==> config.mk <==
export PLATFORM = sky130hd
export DESIGN_NAME = uart_core_flat
export DESIGN_NICKNAME = d
export VERILOG_FILES = /design/src/rtl/uart_core_if.sv /design/src/rtl/uart_core.sv /design/src/flat_wrapper.sv
export SDC_FILE = /design/constraint.sdc
export NUM_CORES = 1
export LEC_CHECK = 0
export CELL_PAD_IN_SITES_DETAIL_PLACEMENT = 1
export CELL_PAD_IN_SITES_GLOBAL_PLACEMENT = 2
export CORE_UTILIZATION = 37
export DETAILED_ROUTE_END_ITERATION = 8
export HOLD_SLACK_MARGIN = 0.08
export PLACE_DENSITY_LB_ADDON = 0.1
export SYNTH_ARGS = -nofsm -noshare
export SYNTH_HDL_FRONTEND = slang
export SYNTH_SLANG_ARGS = --single-unit
export TNS_END_PERCENT = 50
==> constraint.sdc <==
create_clock -name clk -period 6 [get_ports clk]
set_input_delay 1.2 -clock clk [delete_from_list [all_inputs] [get_ports clk]]
set_output_delay 1.2 -clock clk [all_outputs]
set_load 0.01 [all_outputs]
==> src/rtl/uart_core_if.sv <==
// Byte-side handshake between uart_core and its user: transmit request/status and received-byte delivery.
interface uart_core_if;
  logic [7:0] tx_data;
  logic       tx_start;
  logic       tx_busy;
  logic       tx_clkpulse;
  logic [7:0] rx_data;
  logic       rx_valid;
  logic       rx_busy;

  modport master (
    output tx_data, tx_start,
    input  tx_busy, tx_clkpulse, rx_data, rx_valid, rx_busy
  );

  modport slave (
    input  tx_data, tx_start,
    output tx_busy, tx_clkpulse, rx_data, rx_valid, rx_busy
  );
endinterface

==> src/rtl/uart_core.sv <==
// Full-duplex 8N1 UART: independent TX and RX state machines timed by one integer baud divider.
module uart_core #(
  parameter int CLK_FREQ_MHZ = 12,
  parameter int BAUD         = 115200
) (
  input  logic        clk,
  input  logic        rst,
  output logic        tx,
  input  logic        rx,
  uart_core_if.slave  bus
);
  localparam int DIVIDER = CLK_FREQ_MHZ * 1_000_000 / BAUD;
  localparam int DW      = $clog2(DIVIDER) + 1;
  localparam logic [DW-1:0] DIV_LAST  = DW'(DIVIDER - 1);
  localparam logic [DW-1:0] HALF_LAST = DW'(DIVIDER / 2 - 1);

  // ---------------- transmitter ----------------
  typedef enum logic [1:0] {TX_IDLE, TX_START, TX_DATA, TX_STOP} tx_state_t;

  tx_state_t     tx_state_reg, tx_state_next;
  logic [DW-1:0] tx_div_reg, tx_div_next;
  logic [2:0]    tx_bit_reg, tx_bit_next;
  logic [7:0]    tx_shift_reg, tx_shift_next;
  logic          tx_reg, tx_next;
  logic          tx_bit_end;

  always_ff @(posedge clk) begin
    if (!rst) begin
      tx_state_reg <= TX_IDLE;
      tx_div_reg   <= '0;
      tx_bit_reg   <= '0;
      tx_shift_reg <= '0;
      tx_reg       <= 1'b1;
    end else begin
      tx_state_reg <= tx_state_next;
      tx_div_reg   <= tx_div_next;
      tx_bit_reg   <= tx_bit_next;
      tx_shift_reg <= tx_shift_next;
      tx_reg       <= tx_next;
    end
  end

  always_comb begin
    tx_state_next = tx_state_reg;
    tx_div_next   = tx_div_reg;
    tx_bit_next   = tx_bit_reg;
    tx_shift_next = tx_shift_reg;
    tx_next       = 1'b1;
    tx_bit_end    = (tx_div_reg == DIV_LAST);

    if (tx_state_reg == TX_IDLE) begin
      tx_div_next = '0;
      tx_bit_next = '0;
      if (bus.tx_start) begin
        tx_shift_next = bus.tx_data;
        tx_state_next = TX_START;
      end
    end else begin
      tx_div_next = tx_bit_end ? '0 : tx_div_reg + DW'(1);
      unique case (tx_state_reg)
        TX_START: if (tx_bit_end) tx_state_next = TX_DATA;
        TX_DATA: if (tx_bit_end) begin
          if (tx_bit_reg == 3'd7) tx_state_next = TX_STOP;
          else                    tx_bit_next   = tx_bit_reg + 3'd1;
        end
        TX_STOP: if (tx_bit_end) tx_state_next = TX_IDLE;
        default: tx_state_next = TX_IDLE;
      endcase
    end

    // Line level is decoded from the next state so the pin itself is a flop and never glitches.
    unique case (tx_state_next)
      TX_IDLE:  tx_next = 1'b1;
      TX_START: tx_next = 1'b0;
      TX_DATA:  tx_next = tx_shift_next[tx_bit_next];
      TX_STOP:  tx_next = 1'b1;
      default:  tx_next = 1'b1;
    endcase
  end

  assign tx              = tx_reg;
  assign bus.tx_busy     = (tx_state_reg != TX_IDLE);
  assign bus.tx_clkpulse = (tx_state_reg != TX_IDLE) && tx_bit_end;

  // ---------------- receiver ----------------
  typedef enum logic [1:0] {RX_IDLE, RX_START, RX_DATA, RX_STOP} rx_state_t;

  rx_state_t     rx_state_reg, rx_state_next;
  logic [DW-1:0] rx_div_reg, rx_div_next;
  logic [2:0]    rx_bit_reg, rx_bit_next;
  logic [7:0]    rx_shift_reg, rx_shift_next;
  logic [7:0]    rx_data_reg, rx_data_next;
  logic          rx_valid_reg, rx_valid_next;
  logic          rx_meta_reg, rx_sync_reg, rx_prev_reg;
  logic          rx_fall;

  always_ff @(posedge clk) begin
    if (!rst) begin
      rx_meta_reg  <= 1'b1;
      rx_sync_reg  <= 1'b1;
      rx_prev_reg  <= 1'b1;
      rx_state_reg <= RX_IDLE;
      rx_div_reg   <= '0;
      rx_bit_reg   <= '0;
      rx_shift_reg <= '0;
      rx_data_reg  <= '0;
      rx_valid_reg <= 1'b0;
    end else begin
      rx_meta_reg  <= rx;
      rx_sync_reg  <= rx_meta_reg;
      rx_prev_reg  <= rx_sync_reg;
      rx_state_reg <= rx_state_next;
      rx_div_reg   <= rx_div_next;
      rx_bit_reg   <= rx_bit_next;
      rx_shift_reg <= rx_shift_next;
      rx_data_reg  <= rx_data_next;
      rx_valid_reg <= rx_valid_next;
    end
  end

  assign rx_fall = rx_prev_reg & ~rx_sync_reg;

  always_comb begin
    rx_state_next = rx_state_reg;
    rx_div_next   = rx_div_reg + DW'(1);
    rx_bit_next   = rx_bit_reg;
    rx_shift_next = rx_shift_reg;
    rx_data_next  = rx_data_reg;
    rx_valid_next = 1'b0;

    unique case (rx_state_reg)
      RX_IDLE: begin
        rx_div_next = '0;
        rx_bit_next = '0;
        if (rx_fall) rx_state_next = RX_START;
      end
      // Half a bit after the edge: a line that is high again was only a glitch.
      RX_START: if (rx_div_reg == HALF_LAST) begin
        rx_div_next   = '0;
        rx_state_next = rx_sync_reg ? RX_IDLE : RX_DATA;
      end
      RX_DATA: if (rx_div_reg == DIV_LAST) begin
        rx_div_next   = '0;
        rx_shift_next = {rx_sync_reg, rx_shift_reg[7:1]};
        if (rx_bit_reg == 3'd7) rx_state_next = RX_STOP;
        else                    rx_bit_next   = rx_bit_reg + 3'd1;
      end
      RX_STOP: if (rx_div_reg == DIV_LAST) begin
        rx_div_next   = '0;
        rx_state_next = RX_IDLE;
        if (rx_sync_reg) begin
          rx_data_next  = rx_shift_reg;
          rx_valid_next = 1'b1;
        end
      end
      default: rx_state_next = RX_IDLE;
    endcase
  end

  assign bus.rx_data  = rx_data_reg;
  assign bus.rx_valid = rx_valid_reg;
  assign bus.rx_busy  = (rx_state_reg != RX_IDLE);
endmodule

==> src/flat_wrapper.sv <==
// flat-port wrapper written by rule: the top's interface ports become plain ports
module uart_core_flat 
#(
  parameter int CLK_FREQ_MHZ = 12,
  parameter int BAUD         = 115200
)
  (clk, rst, tx, rx, bus_tx_data, bus_tx_start, bus_tx_busy, bus_tx_clkpulse, bus_rx_data, bus_rx_valid, bus_rx_busy);
  uart_core_if bus_i ();
  input  logic clk;
  input  logic rst;
  output logic tx;
  input  logic rx;
  input wire logic [$bits(bus_i.tx_data)-1:0] bus_tx_data;
  input wire logic [$bits(bus_i.tx_start)-1:0] bus_tx_start;
  output wire logic [$bits(bus_i.tx_busy)-1:0] bus_tx_busy;
  output wire logic [$bits(bus_i.tx_clkpulse)-1:0] bus_tx_clkpulse;
  output wire logic [$bits(bus_i.rx_data)-1:0] bus_rx_data;
  output wire logic [$bits(bus_i.rx_valid)-1:0] bus_rx_valid;
  output wire logic [$bits(bus_i.rx_busy)-1:0] bus_rx_busy;
  assign bus_i.tx_data = bus_tx_data;
  assign bus_i.tx_start = bus_tx_start;
  assign bus_tx_busy = bus_i.tx_busy;
  assign bus_tx_clkpulse = bus_i.tx_clkpulse;
  assign bus_rx_data = bus_i.rx_data;
  assign bus_rx_valid = bus_i.rx_valid;
  assign bus_rx_busy = bus_i.rx_busy;
  uart_core #(.CLK_FREQ_MHZ(CLK_FREQ_MHZ), .BAUD(BAUD)) u_core (.clk(clk), .rst(rst), .tx(tx), .rx(rx), .bus(bus_i));
endmodule
==> run summary, run 1 <==
STATUS
-----------------------------------------------------------------------------------------
Outcome                                                                      finished, final reports clean

CTS
-----------------------------------------------------------------------------------------
Clock sinks                                                                            55
TritonCTS clock tree                                                                  yes
Maximum root-to-sink buffer count                                                       2
Post-CTS setup-driven buffer insertion count                                            0
Master cell of the clock root buffer                                         sky130_fd_sc_hd__clkbuf_8
Number of buffers created by CTS                                                        5
Maximum level of the CTS H-tree                                                         2
Worst skew pair latency                                                            310 ps
Total of cells resized after clock tree synthesis                                       0
Hold-fix buffers, CTS                                                                   0
Clock slew at reported path FFs                                                    110 ps

SETUP PATH
-----------------------------------------------------------------------------------------
Worst r2r src                                                                u_core.tx_bit_reg[0]
Worst setup path class                                                            reg2out
Sort of element at the end of the critical path                               output port
Crit-path leading delay family                                               simple AND/OR/NAND/NOR gates
Slowest stage cell, crit path                                                sky130_fd_sc_hd__clkdlybuf4s50_1
Peak fanout along the critical path                                                     9
CP bufs+invs                                                                            1
Data required time at the worst endpoint                                          4800 ps
Critical Path Start Type                                                        flip-flop
Number of cells traversed by the worst register-to-register path                        7
R2r endpoint                                                                    u_core.tx
Biggest cell delay along the critical path                                         520 ps
Worst endpoint data arrival time                                                  2070 ps
Cells along the critical path                                                ha_1 > and4bb_4 > and2_4 > and2_2 > clkdlybuf4s50_1
Slack of the worst reg-to-reg path                                                3650 ps

RUN
-----------------------------------------------------------------------------------------
Max_cap viols                                                                           0

SYNTH
-----------------------------------------------------------------------------------------
Primary flip-flop cell chosen by synthesis mapping                           sky130_fd_sc_hd__dfxtp_1
Cell types with the largest area share after synthesis                       sky130_fd_sc_hd__dfxtp_1 (45%), sky130_fd_sc_hd__mux2i_1 (8.2%), sky130_fd_sc_hd__nor2_1 (7.2%), sky130_fd_sc_hd__nand2_1 (5.4%), sky130_fd_sc_hd__ha_1 (3.6%)
Top-count cell post-synth                                                    sky130_fd_sc_hd__dfxtp_1
Most used standard cells in the synthesized netlist                          sky130_fd_sc_hd__dfxtp_1 (55), sky130_fd_sc_hd__nor2_1 (47), sky130_fd_sc_hd__nand2_1 (35), sky130_fd_sc_hd__mux2i_1 (20), sky130_fd_sc_hd__a21oi_1 (14)
Post-synth EDFFs                                                                        0
Mapped Nets                                                                           293
Mean cell area of the mapped netlist                                            8.90 um^2
Largest area contributor in the synthesized netlist                          sky130_fd_sc_hd__dfxtp_1
Count of synthesis-stage warnings from yosys                                            0
Synth Instances                                                                       274
Portion of the post-synthesis area used by sequential elements                      45.2%
Post-synthesis instance area                                                    2440 um^2
Register bit total from synthesis                                                      55
Proportion of register bits with asynchronous set or reset after synthesis             0%
Unique masters post-synth                                                              49
Top-area cell type share of the netlist area                                        45.2%

DIE
-----------------------------------------------------------------------------------------
Area of the placeable core                                                      6350 um^2
Die area                                                                        6920 um^2
IO Pins                                                                                25
Horizontal die dimension                                                          83.2 um
Vertical die dimension                                                            83.2 um
Number of standard-cell rows in the floorplan                                          29
Initial cell density of the core                                                    38.4%

STA
-----------------------------------------------------------------------------------------
Final setup violating endpoints                                                         0
Maximum frequency from static timing analysis                                     306 MHz
RSZ-0062 raised after global routing                                                false
Clk_skew                                                                          8.54 ps
Measured slew at the worst slew-check pin                                          591 ps
Max-slew headroom at the worst pin                                                  60.5%
Ratio of final minimum period to clock period                                       54.4%
Post-route minimum period                                                         3270 ps
Setup tns final                                                                      0 ps
Final Hold Violating Endpoints                                                          0
Slew Limit Fails                                                                        0

WORST HOLD PATH
-----------------------------------------------------------------------------------------
Cell count of the worst hold path                                                       1
Worst Hold Path EP                                                           u_core.rx_sync_reg
Type of the worst min-delay path                                                  reg2reg
Hold path startpoint                                                         u_core.rx_meta_reg

ROUTING
-----------------------------------------------------------------------------------------
Detailed-route DRC error count                                                          0
Post-DR wirelength/cell                                                           13.7 um
Antenna Nets Post-Route                                                                 0
Total number of vias                                                                 1869
Via/cell ratio                                                                       5.01
Aggregate routed wire length                                                      5120 um
First-iteration detailed-routing DRC count                                             44
Detailed Routing Iterations Pass 1                                                      4

FINAL LAYOUT
-----------------------------------------------------------------------------------------
Antenna fix cells                                                                       0
Number of nets in the layout                                                          314
Proportion of layout cells with a drive suffix above 1                              7.43%
Area delta synth->final                                                             16.8%
Cell area after layout                                                          2850 um^2

PLACE
-----------------------------------------------------------------------------------------
Last weighted congestion value of the routability-driven placer                     0.807
Quantity of I/O buffers inserted on ports                                              24
Detailed placer's ending HPWL                                                     3550 um
Placement-stage cell area                                                       2730 um^2

POWER
-----------------------------------------------------------------------------------------
Largest voltage drop on the vdd net                                            0.000148 V
Leakage dissipation                                                               1.12 nW
Total power per unit cell area                                                233 nW/um^2

GLOBAL ROUTE
-----------------------------------------------------------------------------------------
Number of antenna violations at the first check in global routing                       0
Global-route wire length before repair                                            8870 um
Global-route usage over all layers                                                  15.7%
Pin count of the biggest net entering global routing                                   36
Number of global-route vias before repair                                            1883
Congestion Overflow GR                                                                  0

## worst reg2reg max path, cell delays in order (launching register included)
cell,delay (ps)
sky130_fd_sc_hd__dfxtp_1,480
sky130_fd_sc_hd__ha_1,320
sky130_fd_sc_hd__nand2_1,130
sky130_fd_sc_hd__and3_4,210
sky130_fd_sc_hd__mux2_4,330
sky130_fd_sc_hd__mux2_4,300
sky130_fd_sc_hd__a311oi_1,310
sky130_fd_sc_hd__o311ai_1,130
## where the power goes
group / internal [W] / switching, W
clock: 0.000127 / 0.000125
combinational: 0.0000169 / 0.0000206
sequential: 0.000371 / 0.00000445
total: 0.000515 / 0.000150
## kinds of logic after synthesis
| family | synth area share (%) |
|---|---|
| simple gates | 23.0 |
| flops | 45.2 |
| compound gates | 10.9 |
| mux | 9.44 |
| buf+inv | 3.59 |
| xor+xnor | 4.31 |
| fa+ha+maj | 3.59 |
## metrics by stage
step	setup WS, ps	hold WS (ps)	std cells	power, W	utilization [%]
floorplan	3600	386	274	0.000404	-
global placement	3100	389	365	0.000422	43.0
detailed placement	3050	413	365	0.000422	43.0
CTS	2700	452	373	0.000677	44.9
global route	2630	489	373	0.000696	44.9
finish	2730	443	373	0.000665	44.9
## layer usage
layer / wire, um / global-route usage (%)
met5: 0 / 0
met2: 2280 / 24.5
met3: 130 / 3.28
met1: 2680 / 21.8
met4: 36 / 4.70
## area by class of cell
cell class              count  area, um^2
fillers                   743        3500
multi-input cells         198        1250
flip-flops and latches     55        1100
repair buffers             25         248
well taps                  77        96.3
clock buffers               5        68.8
clock inverters             3        47.5
inverters                  10        37.5
## worst max path at each step
| stage | start | endpoint | slack (ps) | depth (start not counted) |
|---|---|---|---|---|
| floorplan | u_core.tx_div_reg[0] | bus_tx_clkpulse | 3600 | 5 |
| global placement | u_core.tx_div_reg[0] | bus_tx_clkpulse | 3100 | 5 |
| detailed placement | u_core.tx_div_reg[0] | bus_tx_clkpulse | 3050 | 5 |
| CTS | u_core.tx_div_reg[0] | bus_tx_clkpulse | 2700 | 5 |
| global route | u_core.tx_div_reg[0] | bus_tx_clkpulse | 2630 | 5 |
| finish | u_core.tx_div_reg[0] | bus_tx_clkpulse | 2730 | 5 |
## layout by cell type (no fill, tap or decap), types with 2 or more instances in the layout
cell	netlist	layout
sky130_fd_sc_hd__a21boi_0	4	4
sky130_fd_sc_hd__mux2i_1	20	20
sky130_fd_sc_hd__and3_1	3	3
sky130_fd_sc_hd__clkdlybuf4s50_1	0	24
sky130_fd_sc_hd__nor3b_1	4	4
sky130_fd_sc_hd__a41oi_1	2	2
sky130_fd_sc_hd__mux2_4	2	2
sky130_fd_sc_hd__nor2_1	47	47
sky130_fd_sc_hd__ha_1	7	7
sky130_fd_sc_hd__a21oi_1	14	14
sky130_fd_sc_hd__nand4_1	3	3
sky130_fd_sc_hd__o21ai_1	2	2
sky130_fd_sc_hd__nand3_1	8	8
sky130_fd_sc_hd__xnor2_1	4	4
sky130_fd_sc_hd__dfxtp_1	55	55
sky130_fd_sc_hd__o21ai_0	5	5
sky130_fd_sc_hd__inv_1	9	9
sky130_fd_sc_hd__nand2b_1	4	4
sky130_fd_sc_hd__xor2_1	8	8
sky130_fd_sc_hd__and2_1	2	2
sky130_fd_sc_hd__nand2_1	35	35
sky130_fd_sc_hd__clkbuf_8	0	5
(Power assumes the default switching activity.)
==> inputs of run 2 (changes only) <==
--- a/config.mk
+++ b/config.mk
@@ -7,7 +7,7 @@
 export LEC_CHECK = 0
 export CELL_PAD_IN_SITES_DETAIL_PLACEMENT = 1
 export CELL_PAD_IN_SITES_GLOBAL_PLACEMENT = 2
-export CORE_UTILIZATION = 37
+export CORE_UTILIZATION = 34
 export DETAILED_ROUTE_END_ITERATION = 8
 export HOLD_SLACK_MARGIN = 0.08
 export PLACE_DENSITY_LB_ADDON = 0.1
==> constraint.sdc (replaced) <==
create_clock -name clk -period 3.05 [get_ports clk]
set_input_delay 0.61 -clock clk [delete_from_list [all_inputs] [get_ports clk]]
set_output_delay 0.61 -clock clk [all_outputs]
set_load 0.01 [all_outputs]
==> run summary, run 2 (synthesized netlist as in run 1, its figures left out) <==
SETUP PATH
--------------------------------------------------------------------------------
Sort of element at the end of the critical path                      output port
Slowest stage cell, crit path                                       sky130_fd_sc_hd__clkdlybuf4s50_1
Critical Path Start Type                                               flip-flop
Slack of the worst reg-to-reg path                                        740 ps   -2910 ps
Cells along the critical path                                       ha_1 > and4bb_4 > and2_4 > and2_2 > clkdlybuf4s50_1
Worst r2r src                                                       u_core.tx_bit_reg[0]
Worst setup path class                                                   reg2out
Biggest cell delay along the critical path                                520 ps   about the same
Worst endpoint data arrival time                                         2080 ps   about the same
Number of cells traversed by the worst register-to-register path               7   unchanged
R2r endpoint                                                           u_core.tx
Peak fanout along the critical path                                            9   unchanged
Data required time at the worst endpoint                                 2440 ps   -2360 ps

CTS
--------------------------------------------------------------------------------
Maximum level of the CTS H-tree                                                2   unchanged
Master cell of the clock root buffer                                sky130_fd_sc_hd__clkbuf_8
Total of cells resized after clock tree synthesis                              0   unchanged
Worst skew pair latency                                                   310 ps   about the same
Number of buffers created by CTS                                               5   unchanged
TritonCTS clock tree                                                         yes
Maximum root-to-sink buffer count                                              2   unchanged
Hold-fix buffers, CTS                                                          0   unchanged
Clock slew at reported path FFs                                           100 ps   about the same
Post-CTS setup-driven buffer insertion count                                   0   unchanged
Clock sinks                                                                   55   unchanged

DIE
--------------------------------------------------------------------------------
Area of the placeable core                                             6870 um^2   +8.2%
Vertical die dimension                                                   86.7 um   +4.2%
IO Pins                                                                       25   unchanged
Die area                                                               7520 um^2   +8.6%
Initial cell density of the core                                           35.5%   -2.9 points
Number of standard-cell rows in the floorplan                                 30   +3.4%
Horizontal die dimension                                                 86.7 um   +4.2%

GLOBAL ROUTE
--------------------------------------------------------------------------------
Global Route met2 Usage                                                    23.8%   -0.71 points
Global-route layer with the greatest usage                                  met2
Global routing usage on met1                                               19.6%   -2.2 points
Congestion Overflow GR                                                         0   unchanged
Met3 Use GR                                                                4.38%   +1.1 points
Number of antenna violations at the first check in global routing              0   unchanged
Global-route usage over all layers                                         15.0%   -0.73 points
Pin count of the biggest net entering global routing                          36   unchanged
Number of global-route vias before repair                                   1863   -1.1%
Global-route wire length before repair                                   8840 um   -0.32%

POWER
--------------------------------------------------------------------------------
Clk network pwr share                                                      38.0%   about the same
Power Internal                                                         0.00101 W   +96%
Largest voltage drop on the vdd net                                   0.000209 V   +42%
Combinational group share of total power                                    5.6%   about the same
Switching Share                                                            22.9%   +0.23 points
Total power per unit cell area                                       456 nW/um^2   +95%
Leakage dissipation                                                      1.11 nW   -0.36%
Net Sw Power                                                          0.000299 W   +99%
Seq pwr share                                                              56.4%   about the same

ROUTING
--------------------------------------------------------------------------------
Detailed-route DRC error count                                                 0   unchanged
Via/cell ratio                                                              4.81   -4.0%
Aggregate routed wire length                                             5080 um   -0.86%
Detailed Routing Iterations Pass 1                                             4   unchanged
Total number of vias                                                        1886   +0.91%
Antenna Nets Post-Route                                                        0   unchanged
First-iteration detailed-routing DRC count                                   106   +140%
Post-DR wirelength/cell                                                  13.0 um   -5.7%

STA
--------------------------------------------------------------------------------
Measured slew at the worst slew-check pin                                 589 ps   -2.68 ps
Maximum frequency from static timing analysis                            371 MHz
RSZ-0062 raised after global routing                                       false
Slew Limit Fails                                                               0   unchanged
Max-slew headroom at the worst pin                                         60.6%   +0.18 points
Post-route minimum period                                                2690 ps
Ratio of final minimum period to clock period                              88.3%
Final setup violating endpoints                                                0   unchanged
Final Hold Violating Endpoints                                                 0   unchanged
Clk_skew                                                                 9.39 ps   +0.843 ps
Setup tns final                                                             0 ps   unchanged

PLACE
--------------------------------------------------------------------------------
Last weighted congestion value of the routability-driven placer            0.793   -1.7%
Detailed placer's ending HPWL                                            3600 um   +1.2%
Quantity of I/O buffers inserted on ports                                     24   unchanged

FINAL LAYOUT
--------------------------------------------------------------------------------
Most common library cell in the layout ignoring fill and taps       sky130_fd_sc_hd__dfxtp_1
Total area of multi-input combinational cells                          1250 um^2   unchanged
Register Area                                                          1100 um^2   unchanged
Number of nets in the layout                                                 314   unchanged
Proportion of layout cells with a drive suffix above 1                     7.43%   unchanged
Area delta synth->final                                                    17.8%
Most frequent cells in the layout                                   sky130_fd_sc_hd__dfxtp_1 (55), sky130_fd_sc_hd__nor2_1 (47), sky130_fd_sc_hd__nand2_1 (35)
Number of fill cells                                                         794   +6.9%
Final core utilization                                                     41.8%   -3.1 points
Antenna fix cells                                                              0   unchanged

WORST HOLD PATH
--------------------------------------------------------------------------------
Hold path startpoint                                                u_core.rx_meta_reg
Type of the worst min-delay path                                         reg2reg
Cell count of the worst hold path                                              1   unchanged
Worst Hold Path EP                                                  u_core.rx_sync_reg

STATUS
--------------------------------------------------------------------------------
Outcome                                                             finished, final reports clean

RUN
--------------------------------------------------------------------------------
Max_cap viols                                                                  0   unchanged

==> run 2: changes by cell type in the layout (fill, tap and decap cells not counted) <==
cell | before | now
sky130_fd_sc_hd__clkinv_4 | 1 | 0
sky130_fd_sc_hd__clkinvlp_4 | 0 | 1
==> run 2: cell type report <==
| type | count | area share [%] |
|---|---|---|
| Inverter | 10 | 1.31 |
| Clock inverter | 3 | 1.61 |
| Clock buffer | 5 | 2.40 |
| Timing Repair Buffer | 25 | 8.63 |
| Sequential cell | 55 | 38.3 |
| Tap cell | 96 | 4.18 |
| Multi-Input combinational cell | 198 | 43.5 |
==> run 2: worst max-delay path by stage <==
stage	end	cells after the start	slack, ps	start
6_report	bus_tx_clkpulse	5	360	u_core.tx_div_reg[0]
5_1_grt	bus_tx_clkpulse	5	250	u_core.tx_div_reg[0]
4_1_cts	bus_tx_clkpulse	5	330	u_core.tx_div_reg[0]
3_5_place_dp	bus_tx_clkpulse	5	680	u_core.tx_div_reg[0]
3_3_place_gp	bus_tx_clkpulse	5	720	u_core.tx_div_reg[0]
2_1_floorplan	u_core.tx	9	940	u_core.tx_div_reg[0]
==> run 2: metrics by stage <==
stage	setup WS (ps)	cell area, um^2	hold WS (ps)	power, W	std cells
final	358	2870	428	0.00131	392
after global routing	248	2870	458	0.00137	392
after CTS	327	2870	445	0.00134	392
after detailed placement	684	2760	397	0.000831	384
after global placement	722	2760	389	0.000831	384
after floorplan	941	2440	386	0.000795	274
==> run 2: layer usage <==
layer  vias up  share of wire, %
met4         0               1.0
met2        22                45
met5         -                 0
met1       890                49
li1        970                 -
met3         4               4.3
==> run 2: power by group through the flow <==
| stage | registers [W] | clock network (W) | logic (W) |
|---|---|---|---|
| 4_1_cts | 0.000739 | 0.000525 | 0.0000763 |
| 5_1_grt | 0.000740 | 0.000545 | 0.0000839 |
| 6_report | 0.000738 | 0.000498 | 0.0000738 |
| 2_1_floorplan | 0.000751 | 0 | 0.0000437 |
| 3_5_place_dp | 0.000755 | 0 | 0.0000758 |
| 3_3_place_gp | 0.000755 | 0 | 0.0000755 |
==> run 2: worst max-delay path: cells and delay by family (launching register included) <==
family                     cells  cell delay (ps)
buffers and inverters          1              520
and+or+nand+nor                3              640
DFF                            1              370
adders and majority gates      1              240
==> RTL edit 1, RTL diff (config.mk and constraints of run 2) <==
Reset style: asynchronous (`rst`), changed in 2 clocked blocks.
--- a/src/rtl/uart_core.sv
+++ b/src/rtl/uart_core.sv
@@ -25,5 +25,5 @@
   logic          tx_bit_end;
 
-  always_ff @(posedge clk) begin
+  always_ff @(posedge clk or negedge rst) begin
     if (!rst) begin
       tx_state_reg <= TX_IDLE;
@@ -95,5 +95,5 @@
   logic          rx_fall;
 
-  always_ff @(posedge clk) begin
+  always_ff @(posedge clk or negedge rst) begin
     if (!rst) begin
       rx_meta_reg  <= 1'b1;
Formal check against the unedited RTL: differs if rst is asserted again (counterexample within 4 cycles, from zero or initial values and one cycle with rst low); with rst held inactive, the same outputs for 10 cycles.
==> RTL edit 1 against run 2 <==
Area after synthesis rose by 5.3%. Clock skew rose by 0.56 ps. Final area rose by 5.8%. Sequential cell count did not move. Setup slack improved by 4.3 ps. Wire length fell by 4.4%. Critical path type unchanged.
Power is not compared: it rests on default switching activity, and its combinational part moved more than twofold at a synthesized area within 25%.
==> RTL edit 1: results (changes against run 2) <==
| Metric | Value |
|---|---|
| Status | `finished clean` |
| Final GP Congestion | `0.728 (-8.2%)` |
| Iter 0 DRT Violations | `51 (-52%)` |
| Post-synthesis async set-or-reset flop share | `100% (+100 points)` |
| Share of layout cells above drive strength 1 | `17.5% (+10 points)` |
| Worst R2R Setup Slack | `870 ps (+130 ps)` |
| Synth cell types | `52 (+6.1%)` |
| Reg2reg path depth | `8 (+1)` |
| Met3 Wirelength | `194 um (-11%)` |
| Met2 WL | `2090 um (-9.4%)` |
| Sequential area share after synthesis | `53.8% (+8.6 points)` |
| Synth area leaders | `dfrtp_1 50%, mux2_2 7.0%, nand2_1 5.1%` |
| Final nets | `269 (-14%)` |
| Actual slew at the worst max-slew pin | `486 ps (-103 ps)` |
| Largest net degree at the start of global routing | `56 (+56%)` |
| R2r endpoint | `u_core.tx$_DFF_PN1_` |
| Post-synth top cells | `51 x dfrtp_1, 35 x nand2_1, 21 x nor2_1, 16 x mux2_2` |
| Syn Inst Count | `222 (-19%)` |
| Placed insts | `342 (-11%)` |
| Worst Setup SP | `u_core.tx_div_reg[0]$_DFF_PN0_` |
| Skew final | `9.95 ps (+0.559 ps)` |
| Via density per instance | `4.79 (-0.47%)` |
| Vias in the first global route | `1778 (-4.6%)` |
| WL met1 | `2520 um (+0.56%)` |
| Period minus WS final | `2690 ps (-4.26 ps)` |
| Post-DP HPWL | `3290 um (-8.5%)` |
| Final WL | `4850 um (-4.4%)` |
| Post-Syn Nets | `241 (-18%)` |
| WHS | `272 ps (-155 ps)` |
| Critical path fanouts, max | `5 (-4)` |
| Met1 Track Usage GR | `20.2% (+0.55 points)` |
| Placed cell areas | `0.00292 sq mm (+6.0%)` |
## RTL edit 1: cell types whose count changed after synthesis, sizes merged, moves of 4 or more
cell | run 2 | this run
mux2i | 20 | 3
dfrtp | 0 | 51
dfxtp | 55 | 0
a22o | 0 | 5
clkbuf | 8 | 3
dfstp | 0 | 4
nor2 | 48 | 23
a21oi | 14 | 3
mux2 | 2 | 18
## RTL edit 1: logic make-up after synthesis
logic type	synth area share, %
fa+ha+maj	3.41
mux	9.69
buf+inv	2.48
flops	53.8
simple gates	18.7
compound gates	7.84
xor+xnor	4.09
## RTL edit 1: final cells by class
type	count	area (sq um)
Clock buffer	5	68.8
Clock inverter	3	47.5
Fill cell	827	4250
Inverter	8	30.0
Multi-Input combinational cell	154	1120
Sequential cell	55	1380
Tap cell	99	124
Timing Repair Buffer	26	263
## RTL edit 1: power by group
part	switching [mW]	internal, mW	total [mW]
Combinational	0.156	0.189	0.345
Sequential	0.153	0.847	1.00
Clock	0.250	0.249	0.499
==> RTL edit 2, RTL diff (flow settings as in run 2) <==
Without the edit above. `CLK_FREQ_MHZ` is set to 12 in 2 places; all go to 13.
--- a/src/rtl/uart_core.sv
+++ b/src/rtl/uart_core.sv
@@ -1,5 +1,5 @@
 // Full-duplex 8N1 UART: independent TX and RX state machines timed by one integer baud divider.
 module uart_core #(
-  parameter int CLK_FREQ_MHZ = 12,
+  parameter int CLK_FREQ_MHZ = 13,
   parameter int BAUD         = 115200
 ) (
--- a/src/flat_wrapper.sv
+++ b/src/flat_wrapper.sv
@@ -2,5 +2,5 @@
 module uart_core_flat 
 #(
-  parameter int CLK_FREQ_MHZ = 12,
+  parameter int CLK_FREQ_MHZ = 13,
   parameter int BAUD         = 115200
 )
Check against the original RTL: no difference found for any inputs over 10 cycles, from zero or initial values and one cycle with rst low; that may be too few to reach the edited logic, so the function may still have changed.
==> RTL edit 2 against run 2 <==
Non-clock buffer count increased by 3. First-iteration DRC count decreased by 29%. Sequential cell count unchanged. Total power fell by 7.0%. Final area is the same. Area after synthesis decreased by 0.31%. Wire length rose by 0.53%. Setup slack improved by 5.5 ps. Die area down 0.30%.
==> RTL edit 2: results (changes against run 2) <==
| Metric | Value |
|---|---|
| Complex-gate fraction of the synthesized area | `8.13% (-2.7 points)` |
| Actual slew at the worst max-slew pin | `502 ps (-86.5 ps)` |
| Via count | `1850 (-1.9%)` |
| CP peak stage delay | `380 ps (-140 ps)` |
| First-pass GRT wire length | `8690 um (-1.7%)` |
| Reg2reg path depth | `12 (+5)` |
| Crit Path Category | `reg -> reg` |
| Fillers | `805 (+1.4%)` |
| Post-DP HPWL | `3690 um (+2.6%)` |
| WHS | `419 ps (-8.63 ps)` |
| Sw Pwr | `0.289 mW (-3.3%)` |
| WL met1 | `2630 um (+5.2%)` |
| Drt first pass iters | `4 (unchanged)` |
| Syn Inst Count | `265 (-3.3%)` |
| Share of layout cells above drive strength 1 | `8.93% (+1.5 points)` |
| Largest net degree at the start of global routing | `29 (-19%)` |
| CTS buffer count | `5 (unchanged)` |
| Leakage power total | `1.19 nW (+6.8%)` |
| Final nets | `309 (-1.6%)` |
| Met2 WL | `2260 um (-1.6%)` |
| XOR/XNOR share of the synthesized area | `5.04% (+0.73 points)` |
| Non-filler instance count after layout | `387 (-1.3%)` |
| Main synth FF type | `dfxtp_1` |
| Tcrit/Tclk final | `88.1% (-0.18 points)` |
| Slowest CP cell | `dfxtp_1` |
| Crit-path leading delay family | `simple AND/OR/NAND/NOR gates` |
| Iter 0 DRT Violations | `75 (-29%)` |
| Worst skew pair latency | `approximately 300 ps` |
| Pre-CTS setup slack | `287 ps (-397 ps)` |
| Skew final | `7.86 ps (-1.52 ps)` |
| Tightest Hold Check Type | `reg -> reg` |
| Adder-cell share of the synthesized area | `3.60% (+0.011 points)` |
| Top Layer Used | `met4` |
| Multiplexer share of the synthesized area | `10.4% (+0.96 points)` |
| CTS root buf | `clkbuf_8` |
| Post-Syn Nets | `284 (-3.1%)` |
| Antenna Cells | `0 (unchanged)` |
| Placed insts | `379 (-1.3%)` |
| Post-synth top cells | `55 x dfxtp_1, 49 x nor2_1, 26 x nand2_1, 23 x mux2i_1, 13 x a21oi_1` |
| Status | `finished clean` |
| Antenna violations before repair | `0 (unchanged)` |
| Synth area leaders | `dfxtp_1 45%, mux2i_1 9.5%, nor2_1 7.6%` |
| Worst EP arrival | `2910 ps (+830 ps)` |
| Number of remaining DRC errors | `0 (unchanged)` |
| Max IR drop VDD | `0.000207 V (-1.1%)` |
| Worst R2R Start | `u_core.tx_div_reg[0]$_SDFF_PP0_` |
| Hold Path Sink | `u_core.rx_sync_reg$_SDFF_PN1_` |
| Tot GR Track Use | `14.8% (-0.17 points)` |
| Final WL | `5100 um (+0.53%)` |
| Placed cell areas | `0.00278 sq mm (+0.95%)` |
| Met3 Wirelength | `160 um (-27%)` |
| Sequential area share after synthesis | `45.3% (+0.14 points)` |
| Final GP Congestion | `0.785 (-1.0%)` |
| Worst R2R Setup Slack | `360 ps (-380 ps)` |
| Critical path fanouts, max | `6 (-3)` |
| Synth cell types | `43 (-12%)` |
-- RTL edit 2: routing by layer --
layer | vias to the layer above | global-route usage [%]
met5 | - | 0
met4 | 0 | 5.00
met3 | 2 | 3.81
met2 | 19 | 23.2
met1 | 887 | 19.8
li1 | 942 | -
-- RTL edit 2: power groups by stage --
stage | Combinational [mW] | Sequential [mW] | Clock (mW)
2_1_floorplan | 0.0502 | 0.752 | 0
3_3_place_gp | 0.0828 | 0.757 | 0
3_5_place_dp | 0.0833 | 0.757 | 0
4_1_cts | 0.0838 | 0.741 | 0.421
5_1_grt | 0.0926 | 0.743 | 0.451
6_report | 0.0822 | 0.741 | 0.396
-- RTL edit 2: cell type report --
cell class | count | area (sq um) | area share (%)
timing repair buffer | 28 | 270 | 9.41
tap | 96 | 120 | 4.18
sequential | 55 | 1100 | 38.3
inverter | 10 | 37.5 | 1.31
clock inverter | 3 | 20.0 | 0.697
clock buffer | 5 | 68.8 | 2.40
multi-input combinational | 190 | 1250 | 43.7
